## src/rtl/instr_fetch_unit.sv

```systemverilog
// Instruction fetch stage: program counter, req/ack instruction-memory reads and a
// 2-entry {pc, instr} buffer feeding decode; redirects flush buffer and in-flight data.
module instr_fetch_unit #(
  parameter logic [31:0] RESET_PC = 32'h0000_0000
) (
  input  logic        clk_i,
  input  logic        rst_i,
  output logic        imem_req_o,
  output logic [31:0] imem_addr_o,
  input  logic        imem_ack_i,
  input  logic [31:0] imem_data_i,
  input  logic        redirect_i,
  input  logic [31:0] redirect_pc_i,
  input  logic        stall_i,
  output logic        instr_valid_o,
  output logic [31:0] instr_o,
  output logic [31:0] pc_o,
  output logic [31:0] pc_plus4_o
);

  typedef enum logic [1:0] {S_IDLE, S_REQ, S_FLUSH} state_t;

  state_t      r_state, w_state_nxt;
  logic [31:0] r_fetch_pc, w_fetch_pc_nxt;
  logic [31:0] r_addr, w_addr_nxt;
  logic [31:0] r_pc    [2];
  logic [31:0] r_instr [2];
  logic        r_head;
  logic [1:0]  r_count, w_count_nxt;
  logic        w_req, w_ack, w_valid, w_pop, w_push, w_room;
  logic [31:0] w_target;

  assign w_target = {redirect_pc_i[31:2], 2'b00};
  assign w_req    = (r_state != S_IDLE);
  assign w_ack    = w_req & imem_ack_i;
  assign w_valid  = (r_count != 2'd0);
  assign w_pop    = w_valid & ~stall_i;
  // Only fresh (non-flushed) data is kept, and a redirect discards it too.
  assign w_push   = (r_state == S_REQ) & w_ack & ~redirect_i;

  always_comb begin
    w_count_nxt = r_count + {1'b0, w_push} - {1'b0, w_pop};
    if (redirect_i)
      w_count_nxt = '0;
  end

  assign w_room = (w_count_nxt < 2'd2);

  always_ff @(posedge clk_i or posedge rst_i) begin
    if (rst_i)
      r_state <= S_IDLE;
    else
      r_state <= w_state_nxt;
  end

  always_comb begin
    w_state_nxt    = r_state;
    w_fetch_pc_nxt = r_fetch_pc;
    w_addr_nxt     = r_addr;
    if (redirect_i) begin
      w_fetch_pc_nxt = w_target;
      if (r_state == S_IDLE || w_ack) begin
        w_state_nxt = S_REQ;
        w_addr_nxt  = w_target;
      end else begin
        // Unacked request must stay on the bus with its old address.
        w_state_nxt = S_FLUSH;
      end
    end else begin
      case (r_state)
        S_IDLE: begin
          if (w_room) begin
            w_state_nxt = S_REQ;
            w_addr_nxt  = r_fetch_pc;
          end
        end
        S_REQ: begin
          if (w_ack) begin
            w_fetch_pc_nxt = r_fetch_pc + 32'd4;
            w_addr_nxt     = r_fetch_pc + 32'd4;
            if (!w_room)
              w_state_nxt = S_IDLE;
          end
        end
        S_FLUSH: begin
          if (w_ack) begin
            if (w_room) begin
              w_state_nxt = S_REQ;
              w_addr_nxt  = r_fetch_pc;
            end else begin
              w_state_nxt = S_IDLE;
            end
          end
        end
        default: w_state_nxt = S_IDLE;
      endcase
    end
  end

  always_ff @(posedge clk_i or posedge rst_i) begin
    if (rst_i) begin
      r_fetch_pc <= RESET_PC;
      r_addr     <= RESET_PC;
      r_head     <= 1'b0;
      r_count    <= '0;
      r_pc[0]    <= '0;
      r_pc[1]    <= '0;
      r_instr[0] <= '0;
      r_instr[1] <= '0;
    end else begin
      r_fetch_pc <= w_fetch_pc_nxt;
      r_addr     <= w_addr_nxt;
      r_count    <= w_count_nxt;
      if (redirect_i) begin
        r_head <= 1'b0;
      end else begin
        // Pushes only happen with count<=1, so head^count[0] is always a free slot.
        if (w_push) begin
          r_pc[r_head ^ r_count[0]]    <= r_addr;
          r_instr[r_head ^ r_count[0]] <= imem_data_i;
        end
        if (w_pop)
          r_head <= ~r_head;
      end
    end
  end

  always_comb begin
    imem_req_o    = w_req;
    imem_addr_o   = r_addr;
    instr_valid_o = w_valid;
    instr_o       = '0;
    pc_o          = '0;
    pc_plus4_o    = '0;
    if (w_valid) begin
      instr_o    = r_instr[r_head];
      pc_o       = r_pc[r_head];
      pc_plus4_o = r_pc[r_head] + 32'd4;
    end
  end

endmodule

```

## config.mk

```make
export PLATFORM = sky130hd
export DESIGN_NAME = instr_fetch_unit
export DESIGN_NICKNAME = d
export VERILOG_FILES = /design/src/rtl/instr_fetch_unit.sv
export SDC_FILE = /design/constraint.sdc
export NUM_CORES = 1
export LEC_CHECK = 0
export ABC_AREA = 1
export BUFFER_PORTS_ARGS = -buffer_cell sky130_fd_sc_hd__buf_4
export CAP_MARGIN = 20
export CORE_UTILIZATION = 55
export DETAILED_ROUTE_END_ITERATION = 6
export GPL_ROUTABILITY_DRIVEN = 0
export PLACE_DENSITY = 0.81
export SYNTH_ARGS = -nofsm -noshare
export SYNTH_HDL_FRONTEND = slang
export SYNTH_SLANG_ARGS = --single-unit
```

## constraint.sdc

```tcl
create_clock -name clk_i -period 8.9 [get_ports clk_i]
set_input_delay 1.78 -clock clk_i [delete_from_list [all_inputs] [get_ports clk_i]]
set_output_delay 1.78 -clock clk_i [all_outputs]
set_load 0.05 [all_outputs]
```

; ---- Word level (Yosys, flattened, before mapping)
; Cells that the tools add are included.
; Widths: inputs -> output; s select.
[totals]
latchBits = 0
inputBits = 69
romBits = 0
reg_bits = 197
wordCells = 79
n_memories = 0
output_inout_bits = 130
ram_bits = 0
[op_classes]
n_shift = 0
n_bitwise = 10
div_mod_pow = 0
n_lt_le_gt_ge = 4
mux = 32
n_eq_ne = 7
n_mul = 0
n_reduce_logical = 13
addsub = 4
[ops]
columns = operator, count
row1 = $mux 32, 17
row2 = $bwmux 64, 2
row3 = $pmux 32 s3, 1
row4 = $add 32x3->32 const B, 2
row5 = $demux 32 s1, 1
row6 = $mux 2, 7
row7 = $ne 3x3->1 const B, 4
row8 = $reduce_bool 2->1, 5
row9 = $reduce_and 4->1, 2
row10 = $pmux 2 s3, 1
row11 = $and 1x1->1, 4
row12 = $ge 2x2->1 const B, 2
row13 = $not 1->2, 2
row14 = $reduce_and 2->1, 2
row15 = $reduce_bool 4->1, 1
row16 = $mux 1, 3
row17 = $not 1->1, 3
row18 = $add 2x1->2, 1
row19 = $eq 2x1->1 const B, 1
row20 = $eq 2x2->1 const B, 1
row21 = $logic_not 2->1, 1
row22 = $lt 2x1->1 const B, 1
row23 = $lt 2x2->1 const B, 1
row24 = $ne 2x1->1 const B, 1
row25 = 4 further kinds, 4

; ---- Logic depth before layout (Yosys ltp)
[logic_depth]
ltp_word = 12
mapped_depth = 15
ltp_nobuf = 15

; ---- Least setup slack after synthesis
; No wires, ideal clock.
[synth_path]
path_type = reg2out
from = register r_head
to = output pc_plus4_o[8]
path_slack_ps = 4561
required_ps = 7120
n_path_buf = 3
path_stages_with_launch = 9
arrival_ps = 2559
cell_sequence = dfrtp_1 -> buf_6 -> buf_4 -> buf_2 -> nand2_1 -> nand2_1 -> nor2_1 -> a21oi_1 -> a21oi_1
[synth_via]
elab_chain_cells = 6
[synth_lines]
columns = item, line
row1 = start: declaration, 28  ; logic r_head;
row2 = start signal: assignment, 123  ; r_head <= ~r_head;
row3 = $not 1->2 (not written as such), 138  ; pc_plus4_o = r_pc[r_head] + 32'd4;
row4 = $mux 32 (not written as such) (3 in series), 138
row5 = $add 32x3->32, 138
row6 = $mux 32, 135  ; if (w_valid) begin
row7 = end: declaration, 18  ; output logic [31:0] pc_plus4_o
; Every way passes these cells. The select of a mux whose other input is x is not followed.

; ---- Final worst setup path
[layout_path]
from = register r_head
to = output pc_plus4_o[18]
; The elaborated chain is that of the path after synthesis.

==> results by group <==
Synth
  – Ys async rst share: 1.00
  – Synth unique cells: 38
  – Total nets after synthesis: ~1600
  – Number of flops mapped to enable cells by yosys: 0
  – Register area share after synthesis: 0.438
  – Yosys reg bits: ~190
  – Mean post-synth cell area: 7.00 µm²
  – Synthesized area: approximately 11000 µm²
  – Top_reg_cell synth: dfrtp_1
  – Syn Inst Count: about 1600
  – Ys Warns: 0

Critical path
  – Setup CP Type: reg -> out
  – Critical path arrival: between 3 and 4 ns
  – CP peak stage delay: 0.65 ns
  – Buf/Inv on CP: 3
  – WP data required: 7.12 ns
  – CP top delay family: buffers and inverters
  – CP Cell Sequence: buf_4 -> nand2_1 -> nand2_2 -> ha_1 -> nand3_1 -> inv_1 -> nand2_1 -> nor2_1 -> xor2_1 -> nor2_1 -> buf_4
  – Critical path's slowest cell: buf_4
  – Critical Path Fanout Max: 67
  – Crit. End Element: primary output
  – Startpoint types: flip-flop

Power and ir drop
  – Combinational power share: 0.533
  – Pwr Total: just under 5 mW
  – Pwr/cell area: between 300 and 400 nW/µm²
  – Sw Pwr: roughly 2.5 mW
  – Leak: ~6.6 nW
  – Clock power share: 0.159
  – Seq pwr share: 0.307
  – Sw Share: 0.514
  – Cell-internal power: approximately 2.4 mW
  – Maximum vdd drop: 0.000204 V

Floorplanning
  – Initial Utilization: 0.562
  – Core Box Area: just under 20000 µm²
  – IO Pins: 199
  – Full die area: between 20000 and 25000 µm²
  – Die Y-Extent: 143 µm
  – Row cnt: 51
  – DIE WIDTH: between 100 and 150 µm

STA
  – Max-slew headroom: 0.347
  – Total negative setup slack: 0 ns
  – Final setup violation count: 0
  – Final WS setup: about 4 ns
  – Max Slew Vio Count: 0
  – Final hold viol count: 0
  – Fin Clk Skew: approximately 0.0093 ns
  – Final Cycle Share: 0.540
  – Worst-Margin Slew: 0.980 ns
  – Unrepaired setup endpoints after global routing: false
  – Min Tclk post-route: about 4.8 ns
  – Fmax: roughly 0.21 GHz

Detailed routing
  – Drt pass-1 iters: 6
  – Post-DR wirelength/cell: around 15 µm
  – Routed Antenna Nets: 0
  – # DRC: 0
  – Number of vias per cell: 5.34
  – Post-Route WL: between 20000 and 30000 µm
  – Met3 routed wirelength: between 2000 and 2500 µm
  – Highest Signal Layer: met4
  – Via count: between 10000 and 15000
  – Met1 Wirelength: 12900 µm
  – Initial DRC count: 935
  – Met2 WL post-DR: about 14000 µm

Clock tree
  – Sink Count: about 190
  – Clk slew on worst S/H paths: around 0.080 ns
  – H-tree levels: 4
  – Clk_lat worst skew: around 0.45 ns
  – CTS tree: done
  – Clock buffer depth: 2
  – Cts hold-fix bufs: 0
  – Post_cts resized: 0
  – Post-CTS Setup Bufs: 0
  – CTS root buf: clkbuf_16
  – TritonCTS buffer count: 17

Final layout
  – Fillcell total: between 1500 and 2000
  – Final nets: between 1500 and 2000
  – ANT cells: 0
  – Area grow syn2layout: 19.3%
  – Final core occ: 0.671
  – Fraction of layout cells with a size suffix above 1: 0.169

Global routing
  – Via count of the first global-routing pass: roughly 9600
  – Grt total ovfl: 0
  – First-pass GRT wire length: around 48000 µm
  – GRT Resource Usage Total: 0.299
  – Maximum number of pins on one net before global-route repair: between 100 and 150
  – Antenna violations before repair: 0

Outcome
  – Status: complete, no violations

Worst hold path
  – Min-Delay Path Class: reg -> reg

Placement
  – Hpwl dp: roughly 20000 µm
  – Port Buffers: 196
  – Worst slack at placement: 4.42 ns

Flow run
  – Max_cap viols: 0
[cells in the final DEF (no fill, tap or decap), drive strengths merged]
cell type	n
nand4	3
a21boi	26
inv	163
nand3	51
xor2	19
dfrtp	192
clkbuf	17
and2	1
ha	4
o211a	1
a221oi	1
clkinv	5
nor3	5
nand2	584
a2bb2oi	1
a21oi	76
a31oi	2
buf	205
or2	2
xnor2	3
o21ai	184
a22oi	11
nor2	169
[path summary, 6_finish.rpt]
path | slack, ns | depth (start not counted) | start | end
hold reg to reg | 0.49 | 2 | r_pc[31] | r_pc[31]
hold / removal | 0.49 | 2 | r_pc[31] | r_pc[31]
setup reg to reg | 5.92 | 14 | r_state[0] | imem_addr_o[7]
setup / recovery | 4.09 | 11 | r_head | pc_plus4_o[18]
min in group asynchronous | 1.55 | 2 | rst_i | r_fetch_pc[4]
max in group asynchronous | 6.18 | 4 | rst_i | r_head
[cells in the mapped netlist (10+ instances only)]
library cell | number | area, µm²
buf_6 | 10 | 113
o21ai_1 | 41 | 205
nor2_1 | 149 | 559
inv_1 | 145 | 544
nand2_1 | 568 | 2130
nand3_1 | 49 | 245
nand2_2 | 14 | 87.6
xor2_1 | 19 | 166
a22oi_1 | 11 | 82.6
a21oi_1 | 76 | 380
dfrtp_1 | 192 | 4800
a21boi_1 | 19 | 143
nor2_2 | 15 | 93.8
buf_2 | 16 | 80.1
clkbuf_1 | 36 | 135
o21ai_0 | 140 | 701
[flip-flops by register name, summed over array words and instances (netlist names)]
signal,count
r_instr,64
r_pc,62
imem_addr_o,31
r_fetch_pc,30
r_count,2
r_state,2
r_head,1
[final cells by class]
type | count | area, µm² | area share
multi-input combinational | 1143 | 5190 | 0.397
sequential | 192 | 4810 | 0.367
timing repair buffer | 205 | 1580 | 0.121
inverter | 153 | 584 | 0.0446
clock buffer | 17 | 425 | 0.0325
tap | 265 | 332 | 0.0253
clock inverter | 15 | 176 | 0.0135
[through the flow]
stage	area [µm²]	cells	hold WS, ns
2_1_floorplan	11000	1567	0.446
3_3_place_gp	12400	1956	0.460
3_5_place_dp	12400	1956	0.469
4_1_cts	13000	1988	0.487
5_1_grt	13100	1990	0.506
6_report	13100	1990	0.487
[tightest hold or removal path, cell delays in order, from the launching register on]
cell and delay, ns:
dfrtp_1 0.34, nand2_1 0.05, o21ai_0 0.06
[power by group through the flow]
stage          clock network (mW)  logic (mW)  registers (mW)
6_report                    0.775        2.60            1.50
5_1_grt                     0.819        2.84            1.54
4_1_cts                     0.786        2.58            1.49
3_5_place_dp                    0        2.56            1.50
3_3_place_gp                    0        2.52            1.49
2_1_floorplan                   0        1.68            1.68
[kinds of logic after synthesis]
logic type / count (synthesis) / synth area share
AND/OR/NAND/NOR: 815 / 0.300
AO/OA/AOI/OAI: 302 / 0.149
adder cells (fa/ha/maj): 4 / 0.00456
buffers and inverters: 232 / 0.0915
flip-flops: 192 / 0.438
XOR/XNOR: 22 / 0.0176
[routing by layer]
layer / track usage / vias up
met5: 0 / -
met4: 0.0952 / 0
met3: 0.0543 / 51
met2: 0.472 / 427
met1: 0.416 / 4934
li1: - / 5221
No activity file was read; power rests on OpenSTA's default activity.
